### config.mk
export PLATFORM = sky130hd
export DESIGN_NAME = golden_fetch_queue
export DESIGN_NICKNAME = d
export VERILOG_FILES = /design/src/rtl/golden_fetch_queue.sv
export SDC_FILE = /design/constraint.sdc
export NUM_CORES = 1
export LEC_CHECK = 0
export BUFFER_PORTS_ARGS = -buffer_cell sky130_fd_sc_hd__buf_2
export CAP_MARGIN = 20
export CELL_PAD_IN_SITES_DETAIL_PLACEMENT = 1
export CELL_PAD_IN_SITES_GLOBAL_PLACEMENT = 1
export CORE_MARGIN = 5
export CORE_UTILIZATION = 49
export DETAILED_ROUTE_END_ITERATION = 6
export HOLD_SLACK_MARGIN = 0.12
export PLACE_DENSITY_LB_ADDON = 0.12
export SLEW_MARGIN = 10
export SYNTH_ARGS = -nofsm -noshare
export SYNTH_HDL_FRONTEND = slang
export SYNTH_SLANG_ARGS = --single-unit
### constraint.sdc
create_clock -name clock -period 3.5 [get_ports clock]
set_input_delay 0.7 -clock clock [delete_from_list [all_inputs] [get_ports clock]]
set_output_delay 0.7 -clock clock [all_outputs]
set_load 0.02 [all_outputs]
### src/rtl/golden_fetch_queue.sv
// Instruction prefetch queue: issues sequential reads ahead of the core, buffers DEPTH {instr, pc} entries, flushes on redirect.
// A response in cycle N is visible on fetch_* in N+1; a full queue stalls issue only, and responses are always accepted.
module golden_fetch_queue #(
  parameter int INSTR_WIDTH = 16,
  parameter int ADDR_WIDTH  = 10,
  parameter int DEPTH       = 4
) (
  input  logic                   clock,
  input  logic                   reset,
  output logic                   mem_req,
  output logic [ADDR_WIDTH-1:0]  mem_addr,
  input  logic                   mem_ready,
  input  logic                   mem_rvalid,
  input  logic [INSTR_WIDTH-1:0] mem_rdata,
  output logic                   fetch_valid,
  output logic [INSTR_WIDTH-1:0] fetch_instr,
  output logic [ADDR_WIDTH-1:0]  fetch_pc,
  input  logic                   fetch_ready,
  input  logic                   redirect,
  input  logic [ADDR_WIDTH-1:0]  redirect_pc,
  input  logic                   halt
);

  localparam int CW = $clog2(DEPTH + 1);
  localparam int PW = $clog2(DEPTH);
  localparam logic [CW:0] DEPTH_C = (CW + 1)'(DEPTH);

  logic                   run;
  logic [ADDR_WIDTH-1:0]  issue_pc;
  logic [ADDR_WIDTH-1:0]  resp_pc;
  logic [CW-1:0]          count;
  logic [CW-1:0]          outstanding;
  logic [CW-1:0]          discard;
  logic [CW-1:0]          out_nxt;
  logic [PW-1:0]          rd_ptr;
  logic [PW-1:0]          wr_ptr;
  logic [INSTR_WIDTH-1:0] instr_q [DEPTH];
  logic [ADDR_WIDTH-1:0]  pc_q    [DEPTH];

  logic credit;
  logic accept;
  logic resp;
  logic push;
  logic pop;

  // Buffered plus in-flight entries never exceed DEPTH, so a response always has a free slot.
  assign credit      = ({1'b0, count} + {1'b0, outstanding}) < DEPTH_C;
  assign mem_req     = run & ~halt & ~redirect & credit;
  assign mem_addr    = issue_pc;
  assign accept      = mem_req & mem_ready;
  assign resp        = mem_rvalid & (outstanding != '0);
  assign push        = resp & (discard == '0) & ~redirect;
  assign fetch_valid = (count != '0);
  assign pop         = fetch_valid & fetch_ready & ~redirect;
  assign fetch_instr = instr_q[rd_ptr];
  assign fetch_pc    = pc_q[rd_ptr];

  always_comb begin
    out_nxt = outstanding;
    if (accept) out_nxt = out_nxt + CW'(1);
    if (resp)   out_nxt = out_nxt - CW'(1);
  end

  always_ff @(posedge clock or negedge reset) begin
    if (!reset) begin
      run         <= 1'b0;
      issue_pc    <= '0;
      resp_pc     <= '0;
      count       <= '0;
      outstanding <= '0;
      discard     <= '0;
      rd_ptr      <= '0;
      wr_ptr      <= '0;
      for (int i = 0; i < DEPTH; i++) begin
        instr_q[i] <= '0;
        pc_q[i]    <= '0;
      end
    end else begin
      run         <= 1'b1;
      outstanding <= out_nxt;
      if (redirect) begin
        // Everything still in flight, including this cycle's accept/response accounting, is stale.
        issue_pc <= redirect_pc;
        resp_pc  <= redirect_pc;
        count    <= '0;
        discard  <= out_nxt;
        wr_ptr   <= rd_ptr;
      end else begin
        if (accept) issue_pc <= issue_pc + ADDR_WIDTH'(1);
        if (resp && (discard != '0)) discard <= discard - CW'(1);
        if (push) begin
          instr_q[wr_ptr] <= mem_rdata;
          pc_q[wr_ptr]    <= resp_pc;
          wr_ptr          <= wr_ptr + PW'(1);
          resp_pc         <= resp_pc + ADDR_WIDTH'(1);
        end
        if (pop) rd_ptr <= rd_ptr + PW'(1);
        case ({push, pop})
          2'b10:   count <= count + CW'(1);
          2'b01:   count <= count - CW'(1);
          default: count <= count;
        endcase
      end
    end
  end

  // A response with nothing in flight breaks the memory protocol.
  assert property (@(posedge clock) disable iff (!reset) mem_rvalid |-> (outstanding != '0));

endmodule

### After elaboration in Yosys (flattened, before gate mapping)

Index checks and enable logic that the tools add are counted.
W data, S select, Z words.

| word-level totals | value |
|---|---|
| latch bits | 0 |
| logic and storage cells | 81 |
| input bits | 33 |
| memories kept | 0 |
| memory bits (writable) | 0 |
| flip-flop bits (word level) | 138 |
| memory bits (read-only) | 0 |

| cells by class | value |
|---|---|
| add/subtract/negate cells | 10 |
| mux-type cells | 24 |
| $lt $le $gt $ge | 4 |
| reductions and logical operators | 12 |
| bitwise logic cells | 13 |
| div/mod/pow operators | 0 |
| eq/ne operators | 2 |
| shift-type cells | 0 |
| multiply operators | 0 |

Operators by type and width:

| kind | count |
|---|---|
| $mux W10 | 7 |
| $bwmux W64 | 1 |
| $mux W16 | 3 |
| $bwmux W40 | 1 |
| $bmux W16 S2 | 1 |
| $demux W16 S2 | 1 |
| $add A10 B1 Y10 const B | 2 |
| $bmux W10 S2 | 1 |
| $demux W10 S2 | 1 |
| $mux W3 | 5 |
| $reduce_bool A3 Y1 | 4 |
| $and A1 B1 Y1 | 9 |
| $sub A3 B1 Y3 const B | 3 |
| $add A3 B1 Y3 const B | 2 |
| $ge A3 B3 Y1 const B | 2 |
| $not A2 Y3 | 2 |
| $pmux W3 S2 | 1 |
| $reduce_bool A2 Y1 | 3 |
| $add A2 B1 Y2 const B | 2 |
| $add A3 B3 Y4 | 1 |
| $lt A4 B3 Y1 const B | 1 |
| $mux W2 | 2 |
| $reduce_and A2 Y1 | 2 |
| $logic_not A3 Y1 | 1 |
| 5 further kinds | 7 |

### Logic depth before layout (Yosys ltp)

Gate-level depths: netlist of run 1.

| depth | value |
|---|---|
| depth after elaboration | 9 |
| gate-level depth with buffers | 10 |
| gate-level depth less buffers | 9 |

### Worst setup path before layout of run 1

OpenSTA, ideal clock, no wires.

| path | value |
|---|---|
| path kind | input-to-output |
| from | in redirect |
| to | out mem_req |
| path slack | 796 ps |
| data required time | 2800 ps |
| arrival time | 2004 ps |
| path buffers | 1 |
| stages | 3 |
| path through | buf_2 > nor4b_4 > nor4b_1 |

| between the ends | value |
|---|---|
| longest elaborated chain between the ends | 3 |

RTL lines:

| element | RTL line | text |
|---|---|---|
| from (decl) | 19 | `input logic redirect,` |
| $not A1 Y1 (no source line) | - |  |
| $and A1 B1 Y1 (2 in series) | 48 | `assign mem_req = run & ~halt & ~redirect & credit;` |
| to (decl) | 10 | `output logic mem_req,` |

No other way between the ends.

### Worst setup path after layout of run 1

| path | value |
|---|---|
| from | reg count[2] |
| to | out mem_req |

| between the ends | value |
|---|---|
| longest elaborated chain between the ends | 3 |

RTL lines:

| element | RTL line | text |
|---|---|---|
| from (decl) | 31 | `logic [CW-1:0] count;` |
| from (signal assigned) | 99 | `2'b10: count <= count + CW'(1);` |
| from (signal assigned) | 100 | `2'b01: count <= count - CW'(1);` |
| from (signal assigned) | 101 | `default: count <= count;` |
| $add A3 B3 Y4 | 47 | `assign credit = ({1'b0, count} + {1'b0, outstanding}) < DEPTH_C;` |
| $lt A4 B3 Y1 | 47 |  |
| $and A1 B1 Y1 | 48 |  |

No other way between the ends.

==> run_results.csv, run 1 <==
group,metric,value,unit
placement,placed_area,7150,um^2
yosys,synth_cell_type_count,49,
yosys,postSynth.topFlopCell,"dfrtp_1",
yosys,synthesis.area_per_instance,13.9,um^2
detailed_routing,vias,4217,
yosys,synth_seq_area_share,52.6,%
power_and_ir_drop,p_leak,3.80,nW
floorplan,die-area,15800,um^2
yosys,netlist_top_cells_area,"dfrtp_1, mux2_1, mux4_2",
placement,place_inst,705,
global_routing,antenna_found_initial,0,
finish,syn_to_final_growth,17.3,%
global_routing,first_global_vias,4820,
global_routing,grt_overflow_total,0,
timing,timing.final.setup_violations,0,
global_routing,global_route_wire_length_before_repair,25100,um
detailed_routing,wl_per_cell,20.4,um
floorplan,rows,42,
clocking,cts_resized,0,
placement,dp_hpwl,9810,um
timing,clock_skew,0.00719,ns
setup_path,cp_data_required_time,2.80,ns
setup_path,r2r_setup_slack,0.82,ns
yosys,synth_top_area_cell,"dfrtp_1",
clocking,cts-hold-fix-buffers,0,
finish,drive_above_1_share,28.5,%
timing,period_minus_slack,2.79,ns
yosys,synth_edf_count,0,
yosys,syn-num-nets,520,
clocking,clock_tree.root_cell,"clkbuf_16",
setup_path,critical_path_class,"reg -> out",
setup_path,worst-endpoint-arrival,2.09,ns
clocking,clk-insertion-delay-late,0.41,ns
finish,antenna_cells_inserted,0,
detailed_routing,drt_pre_antenna_iters,4,
clocking,cts_made_buffers,17,
timing,max_slew.worst_pin.slew,0.642,ns
floorplan,start_util,49.8,%
setup_path,worst_setup_path_start_kind,"register",
global_routing,maximum_number_of_pins_on_one_net_before_global_route_repair,61,
yosys,yosysWarnings,0,
clocking,maximum_count_of_clock_buffers_along_a_single_path,2,
yosys,ys_async_sr_fraction,100,%
timing,hold_viol,0,
clocking,cts.sinks,138,
finish,post_route_non_filler_standard_cell_count,734,
detailed_routing,remaining_drc_errors,0,
detailed_routing,antenna_violating_nets_post_route,0,
power_and_ir_drop,power_density_normalized_to_cell_area,795,nW/um^2
setup_path,largest_fanout_of_any_net_on_the_critical_path,5,
timing,final.setup.tns,0,ns
finish,final.fill_count,1297,
yosys,ys_seq_elements,138,
setup_path,cp-end-kind,"output port",
finish,sequential_cell_area,3450,um^2
yosys,post_synthesis_cell_area,6560,um^2
finish,finalNetCount,595,
clocking,cts-htree-levels,4,
clocking,cts.repair_timing.setup_buffer_count,0,
floorplan,io_pins,71,
detailed_routing,drt-total-wl,15000,um
detailed_routing,via_per_inst,5.75,
power_and_ir_drop,worst_ir_drop_vdd,0.509,mV
yosys,yosysTopAreaCellShare,52.6,%
yosys,synth_cells,473,
placement,global_placement_routability_congestion,0.850,
job,max_cap_violations,0,
timing,timing.final.max_slew_violations,0,
floorplan,floorplan.core_area,13200,um^2
timing,max_freq,0.358,GHz
floorplan,die_x,126,um
timing,rsz0062_at_grt,"no",
timing,slew_headroom,56.9,%
finish,multi_input_comb_area,2950,um^2
floorplan,chipHeight,126,um
global_routing,grt.total_usage,20.0,%
clocking,worst_setup_hold_path_clk_slew,0.05,ns
placement,port-buffer-count,70,
detailed_routing,drt-initial-drc-count,98,
outcome,status,"complete, no violations",
timing,final_min_period_over_clock_period,79.8,%
finish,post-route-cell-area,7700,um^2
min_path,min-delay-path-class,"in -> async",
clocking,tritoncts_clock_tree,"yes",
-- logic make-up (layout without fill, tap and decap cells) --
| logic type | Yosys count | after routing | share of synthesized area, % |
|---|---|---|---|
| muxes | 144 | 144 | 29.0 |
| DFF | 138 | 138 | 52.6 |
| and+or+nand+nor | 86 | 86 | 7.25 |
| AOI/OAI and AO/OA | 40 | 40 | 4.23 |
| buffers and inverters | 37 | 122 | 2.36 |
| adders and majority gates | 14 | 14 | 2.78 |
| xor gates and xnor gates | 13 | 13 | 1.73 |
| other | 1 | 1 | 0.0571 |
-- worst max-delay path, cell delays in order, from the launching register on --
cell and delay, ns:
dfrtp_1 0.43, ha_1 0.36, nor4b_4 0.31, nor4b_1 0.34, buf_2 0.23
-- synthesized netlist by cell type, types with 3 or more instances --
cell type	instances
dfrtp_1	138
mux2_1	91
mux4_2	26
nand2_1	25
mux2_2	16
buf_2	13
ha_1	13
nand3_1	12
mux2i_1	11
clkbuf_1	10
nor2_1	10
inv_1	9
a31oi_1	8
o21ai_0	7
xor2_1	7
nand4_1	6
xnor2_1	6
nor3_1	5
o31ai_1	5
or3_1	5
or4_1	5
a221o_1	4
buf_1	4
a21oi_1	3
nor2b_1	3
-- metrics by stage --
step / util, % / setup slack [ns] / power [mW] / hold WS (ns)
after global placement: 54.2 / 0.982 / 4.36 / 0.468
after floorplan: - / 0.796 / 3.84 / 0.404
after CTS: 58.4 / 0.656 / 6.21 / 0.265
after detailed placement: 54.2 / 0.910 / 4.48 / 0.476
final: 58.4 / 0.706 / 6.12 / 0.243
after global routing: 58.4 / 0.562 / 6.46 / 0.289
-- worst paths after layout --
| path | startpoint | endpoint | cells after the start |
|---|---|---|---|
| max | count[2] | mem_req | 4 |
| min | reset | instr_q[52] | 1 |
| max reg2reg | outstanding[0] | count[2] | 10 |
| min reg2reg | pc_q[17] | pc_q[17] | 1 |
| max in group asynchronous | reset | instr_q[9] | 2 |
| min in group clock | pc_q[17] | pc_q[17] | 1 |
-- report_power, final --
part / internal [mW] / switching, mW / leakage (nW)
Sequential: 2.11 / 0.340 / 1.81
Clock: 1.04 / 0.639 / 0.270
Combinational: 0.961 / 1.03 / 1.72
-- cells in the final DEF (no fill, tap or decap), drive strengths merged, types with 5 or more instances in the layout --
cell type  instances
nor2              10
or4                5
o31ai              5
nor3               5
nand2             25
o21ai              9
mux4              26
mux2i             11
nand4              6
xnor2              6
dfrtp            138
or3                5
clkbuf            22
ha                13
nand3             12
buf               83
inv               10
xor2               7
a31oi              8
mux2             107
-- per-layer routing --
metal | global-route usage [%] | wire length (um) | up-vias
met4 | 7.08 | 247 | 0
met2 | 35.3 | 7780 | 80
li1 | - | - | 1903
met1 | 24.3 | 6500 | 2210
met3 | 4.15 | 470 | 24
met5 | 0 | 0 | -
-- state kept, by name (all words and copies together), names as in the netlist --
name         flops
instr_q         64
pc_q            40
mem_addr        10
resp_pc         10
count            3
discard          3
outstanding      3
rd_ptr           2
wr_ptr           2
run              1
-- area by class of cell --
| type | count | share of cell area [%] |
|---|---|---|
| repair buffers | 83 | 6.22 |
| flip-flops and latches | 138 | 44.9 |
| multi-input cells | 298 | 38.4 |
| inverters | 10 | 0.488 |
| clock inverters | 7 | 0.894 |
| well taps | 176 | 2.86 |
| clock buffers | 22 | 6.29 |
Power figures use the tool's default switching activity.
==> run 2, diff against run 1 <==
- CORE_UTILIZATION: 49 -> 44
- clock period: 3.5 -> 2.4 ns (I/O delays scaled with it)
==> run 2 against run 1 <==
Against the previous run:
- combinational power grew 56%
- register-to-register slack lost 0.67 ns
- critical path depth is the same
- via count grew 1.1%
- setup slack lost 0.66 ns
- highest routed layer unchanged
- clock-buffer cell count shrank 1
- flip-flop and latch count is the same
- global-route usage shrank 1.6 points
- cell count grew 3.5%
==> run_results.csv, run 2 (same netlist as run 1, synthesis figures left out) <==
group,metric,value,unit
timing,timing.final.max_slew_violations,0,
power_and_ir_drop,pwr-share-clk,29.4,%
clocking,clock_tree.root_cell,"clkbuf_16",
setup_path,crit_path_frequent_cell,"nor4b_4",
placement,global_placement_routability_congestion,0.831,
finish,top_regs,"instr_q (64), pc_q (40)",
timing,clock_skew,0.00884,ns
power_and_ir_drop,power_report.internal_total,6.46,mW
placement,port-buffer-count,70,
setup_path,r2r_end,"mem_addr[4]",
setup_path,r2r_start,"count[1]",
global_routing,grt.total_usage,18.4,%
detailed_routing,wl_per_cell,20.0,um
setup_path,cp_data_required_time,1.92,ns
timing,period_minus_slack,2.36,ns
timing,final.setup.tns,0,ns
placement,dp_slack,0.0881,ns
detailed_routing,antenna_violating_nets_post_route,0,
clocking,maximum_count_of_clock_buffers_along_a_single_path,2,
finish,final.fill_count,1463,
floorplan,rows,44,
finish,drive_above_1_share,31.9,%
finish,number_of_flip_flops_in_the_largest_register,64,
global_routing,first_global_vias,4820,
power_and_ir_drop,power_switching,3.02,mW
finish,post-route-cell-area,8000,um^2
power_and_ir_drop,p_sw_share,31.9,%
global_routing,antenna_found_initial,0,
setup_path,critical_path_class,"reg -> out",
setup_path,critical_path.n_buffers_inverters,1,
clocking,cts-htree-levels,4,
setup_path,worst_setup_path_start_kind,"register",
power_and_ir_drop,sequentialPowerShare,37.8,%
timing,max_freq,0.424,GHz
global_routing,global_route_wire_length_before_repair,25700,um
detailed_routing,drt-initial-drc-count,126,
floorplan,chipHeight,132,um
setup_path,worst-endpoint-arrival,1.88,ns
detailed_routing,drt-total-wl,15200,um
job,max_cap_violations,0,
global_routing,grt_overflow_total,0,
min_path,min-delay-path-class,"in -> reg",
timing,hold_viol,0,
setup_path,largest_fanout_of_any_net_on_the_critical_path,3,
clocking,clk-insertion-delay-late,0.42,ns
power_and_ir_drop,worst_ir_drop_vdd,0.557,mV
setup_path,worstPathCellList,"ha_4, nor4b_4, nor4b_4, buf_4",
floorplan,floorplan.core_area,14600,um^2
setup_path,r2r_setup_slack,0.15,ns
timing,slew_headroom,66.1,%
floorplan,die-area,17500,um^2
power_and_ir_drop,comb_power_share,32.8,%
power_and_ir_drop,power_density_normalized_to_cell_area,1190,nW/um^2
setup_path,worstSetupStartpoint,"count[2]",
detailed_routing,vias,4264,
setup_path,worst-r2r-cell-count,6,
finish,syn_to_final_growth,21.9,%
placement,placed_area,7270,um^2
timing,timing.final.setup_violations,0,
min_path,hp-start,"redirect_pc[4]",
clocking,cts_made_buffers,17,
setup_path,cpMaxStageDelayCell,"dfrtp_1",
clocking,cts.sinks,138,
finish,finalNetCount,610,
clocking,worst_setup_hold_path_clk_slew,0.06,ns
outcome,status,"complete, no violations",
timing,rsz0062_at_grt,"yes",
finish,final_cell_mix,"dfrtp_1, mux2_1, buf_2",
detailed_routing,remaining_drc_errors,0,
detailed_routing,drt_pre_antenna_iters,4,
floorplan,io_pins,71,
finish,mostFrequentLayoutCell,"dfrtp_1",
detailed_routing,via_per_inst,5.61,
timing,final_min_period_over_clock_period,98.2,%
power_and_ir_drop,p_leak,3.92,nW
finish,antenna_cells_inserted,0,
setup_path,critical_path_depth,4,
setup_path,cpLargestDelayFamily,"simple AND/OR/NAND/NOR gates",
min_path,worst_hold_path.num_cells,3,
setup_path,cp-end-kind,"output port",
min_path,whs_endpoint,"resp_pc[4]",
clocking,tritoncts_clock_tree,"yes",
floorplan,die_x,132,um
finish,max_flop_register,"instr_q",
setup_path,cp_slowest_stage_delay,0.42,ns
global_routing,maximum_number_of_pins_on_one_net_before_global_route_repair,63,
timing,max_slew.worst_pin.slew,0.508,ns
timing,post-route-worst-setup-slack,0.0433,ns
floorplan,start_util,45.0,%
placement,dp_hpwl,10100,um
-- run 2: cell count changes in the layout (fill, tap and decap cells not counted), sizes merged --
cell,change
buf,+14
bufinv,+3
clkbuf,-1
dlygate4sd3,+1
inv,+1
-- run 2: metrics by stage --
step	hold WS (ns)	util (%)	std cells	power [mW]
finish	0.303	54.8	760	9.48
CTS	0.283	54.4	757	9.55
global route	0.297	54.8	760	10.0
floorplan	0.184	-	473	5.60
global placement	0.454	49.8	722	6.50
detailed placement	0.458	49.8	722	6.67
-- run 2: worst min-delay path, stage by stage --
cell and delay, ns:
buf_2 0.09, nand2_1 0.05, o21ai_1 0.06
-- run 2: repair_timing --
item | 4_1_cts | 5_1_grt
pin swaps | 0 | 1
hold endpoints to repair | 49 | 0
buffers inserted | 2 | 3
gates cloned | 0 | 0
resized for setup | 3 | 7
endpoints found under the setup margin | 16 | 12
hold buffers | 1 | 0
-- run 2: area by class of cell --
cell class	instances	area [um^2]	area share (%)
Sequential cell	138	3450	43.2
Multi-Input combinational cell	298	3010	37.7
Clock buffer	21	460	5.76
Clock inverter	11	168	2.10
Timing Repair Buffer	98	634	7.93
Tap cell	184	230	2.88
Inverter	10	37.5	0.469
-- run 2: power by group through the flow --
stage	clock network, mW	registers (mW)	logic, mW
finish	2.79	3.59	3.11
global route	2.95	3.69	3.41
CTS	2.85	3.59	3.11
detailed placement	0	3.65	3.02
global placement	0	3.57	2.93
floorplan	0	3.43	2.17
-- run 2: metal layers --
metal / wire [um] / global-route usage (%)
met4: 235 / 6.11
met1: 6810 / 23.9
met2: 7620 / 30.3
met3: 549 / 4.73
met5: 0 / 0
-- run 2: how the worst max path moves through the flow --
stage	end	slack, ns
floorplan	count[2]	0.05
CTS	mem_req	-0.03
global route	mem_req	-0.05
global placement	resp_pc[9]	0.13
finish	mem_req	0.04
detailed placement	resp_pc[9]	0.09
==> run 3, diff against run 2 <==
- PLACE_DENSITY_LB_ADDON: 0.12 -> 0.3
==> run 3 against run 2 <==
Against the previous run:
- first-iteration DRC count increased by 29%
- sequential share of layout area decreased by 0.17 points
- power down 0.23%
- critical endpoint is now resp_pc[9]
- wire length grew 4.9%
- critical path type is now reg -> reg
- worst hold slack better by 0.0074 ns
- cell count grew 0.53%
- largest cell class unchanged
- die area did not move
==> run_results.csv, run 3 (same netlist as run 1, synthesis figures left out) <==
group,metric,value,unit
min_path,worst_hold_path.num_cells,2,
clocking,maximum_count_of_clock_buffers_along_a_single_path,2,
detailed_routing,drt-total-wl,16000,um
setup_path,cp_data_required_time,2.74,ns
finish,antenna_cells_inserted,0,
outcome,status,"complete, no violations",
finish,sequential_cell_area,3460,um^2
timing,period_minus_slack,2.33,ns
global_routing,maximum_number_of_pins_on_one_net_before_global_route_repair,55,
setup_path,cpMaxStageDelayCell,"or4_4",
detailed_routing,wl_per_cell,20.9,um
finish,post-route-cell-area,8030,um^2
placement,placed_area,7270,um^2
setup_path,cp-end-kind,"register",
floorplan,rows,44,
timing,max_freq,0.430,GHz
floorplan,chipHeight,132,um
timing,max_slew.worst_pin.slew,0.535,ns
placement,dp_hpwl,10400,um
timing,final_min_period_over_clock_period,96.9,%
setup_path,worst-r2r-cell-count,6,
clocking,clk-insertion-delay-late,0.42,ns
timing,timing.final.setup_violations,0,
power_and_ir_drop,power_report.internal_total,6.36,mW
finish,drive_above_1_share,33.6,%
clocking,clock_tree.root_cell,"clkbuf_16",
setup_path,worst_setup_path_start_kind,"register",
detailed_routing,via_per_inst,5.65,
global_routing,antenna_found_initial,0,
finish,max_flop_register,"instr_q",
finish,top_regs,"instr_q (64), pc_q (40)",
placement,dp_slack,0.0487,ns
power_and_ir_drop,sequentialPowerShare,37.7,%
finish,final_cell_mix,"dfrtp_1, mux2_1, buf_2",
timing,clock_skew,0.00565,ns
finish,mostFrequentLayoutCell,"dfrtp_1",
timing,post-route-worst-setup-slack,0.0734,ns
finish,number_of_flip_flops_in_the_largest_register,64,
timing,finalHoldWorstSlack,0.311,ns
placement,port-buffer-count,70,
finish,final.fill_count,1465,
setup_path,worstPathCellList,"inv_1, ha_1, nor2b_1, or4_4, or4_1, a31oi_1",
power_and_ir_drop,p_leak,3.94,nW
detailed_routing,remaining_drc_errors,0,
floorplan,start_util,45.0,%
min_path,min-delay-path-class,"in -> reg",
finish,finalNetCount,614,
global_routing,grt_overflow_total,0,
timing,hold_viol,0,
setup_path,r2r_setup_slack,0.07,ns
floorplan,die-area,17500,um^2
setup_path,cp_slowest_stage_delay,0.58,ns
clocking,worst_setup_hold_path_clk_slew,0.06,ns
timing,slew_headroom,64.4,%
floorplan,die_x,132,um
floorplan,floorplan.core_area,14600,um^2
power_and_ir_drop,p_sw_share,32.8,%
min_path,whs_endpoint,"instr_q[3]",
clocking,cts_made_buffers,17,
global_routing,global_route_wire_length_before_repair,27000,um
power_and_ir_drop,worst_ir_drop_vdd,0.570,mV
detailed_routing,vias,4313,
placement,global_placement_routability_congestion,0.831,
setup_path,r2r_start,"outstanding[0]",
finish,syn_to_final_growth,22.4,%
timing,timing.final.max_slew_violations,0,
clocking,tritoncts_clock_tree,"yes",
clocking,cts-htree-levels,4,
power_and_ir_drop,pwr-share-clk,28.7,%
detailed_routing,drt_pre_antenna_iters,4,
finish,postLayoutCoreUtil,55.1,%
global_routing,grt.total_usage,19.3,%
setup_path,r2r_end,"resp_pc[9]",
power_and_ir_drop,power_density_normalized_to_cell_area,1180,nW/um^2
power_and_ir_drop,comb_power_share,33.6,%
floorplan,io_pins,71,
setup_path,worst-endpoint-arrival,2.67,ns
setup_path,largest_fanout_of_any_net_on_the_critical_path,7,
detailed_routing,antenna_violating_nets_post_route,0,
min_path,hp-start,"mem_rdata[3]",
detailed_routing,drt-initial-drc-count,162,
job,max_cap_violations,0,
clocking,cts.sinks,138,
global_routing,first_global_vias,5034,
finish,multi_input_comb_area,3040,um^2
setup_path,critical_path_class,"reg -> reg",
power_and_ir_drop,power_switching,3.10,mW
[run 3: changes by cell type in the layout (fill, tap and decap cells not counted), sizes merged]
cell	change
buf	+4
bufinv	-1
clkinv	+1
[run 3: worst max path at each step]
| stage | from | endpoint | slack [ns] | depth (start not counted) |
|---|---|---|---|---|
| after floorplan | outstanding[0] | count[2] | 0.05 | 10 |
| after global placement | outstanding[0] | resp_pc[9] | 0.15 | 6 |
| after detailed placement | outstanding[0] | resp_pc[9] | 0.05 | 6 |
| after CTS | count[2] | mem_req | 0.04 | 4 |
| after global routing | count[2] | outstanding[2] | -0.04 | 10 |
| final | outstanding[0] | resp_pc[9] | 0.07 | 6 |
[run 3: area by class of cell]
class / count / share of cell area (%)
multi-input cells: 298 / 37.9
clock inverters: 11 / 1.78
well taps: 184 / 2.87
clock buffers: 21 / 5.86
inverters: 10 / 0.467
flip-flops and latches: 138 / 43.0
repair buffers: 102 / 8.12
[run 3: timing repair]
item,in CTS,in global routing
buffers inserted,4,3
hold buffers,1,0
resized for setup,3,14
hold endpoints to repair,51,0
cloned,0,0
pin swaps,1,1
endpoints found under the setup margin,1,31
[run 3: worst max-delay path: cells and delay by family, from the launching register on]
kind | cells | cell delay, ns
simple gates | 3 | 1.28
flops | 1 | 0.41
fa+ha+maj | 1 | 0.26
compound gates | 1 | 0.18
buf+inv | 1 | 0.11
[run 3: power by group through the flow]
stage	clock, mW	combinational (mW)	sequential (mW)
3_5_place_dp	0	3.06	3.59
3_3_place_gp	0	2.93	3.50
6_report	2.71	3.18	3.56
2_1_floorplan	0	2.17	3.43
4_1_cts	2.77	3.16	3.56
5_1_grt	2.90	3.47	3.66
[run 3: layer usage]
layer	wire length (um)	vias to the layer above	track usage, %
li1	-	1942	-
met1	6910	2264	25.1
met2	8300	90	32.3
met3	585	17	4.73
met4	170	0	5.54
met5	0	-	0
[run 3: metrics by stage]
stage	std cells	power [mW]	setup TNS, ns
after detailed placement	724	6.65	0
after global placement	724	6.43	0
final	764	9.46	0
after global routing	764	10.0	-0.0449
after CTS	761	9.49	0
after floorplan	473	5.60	0
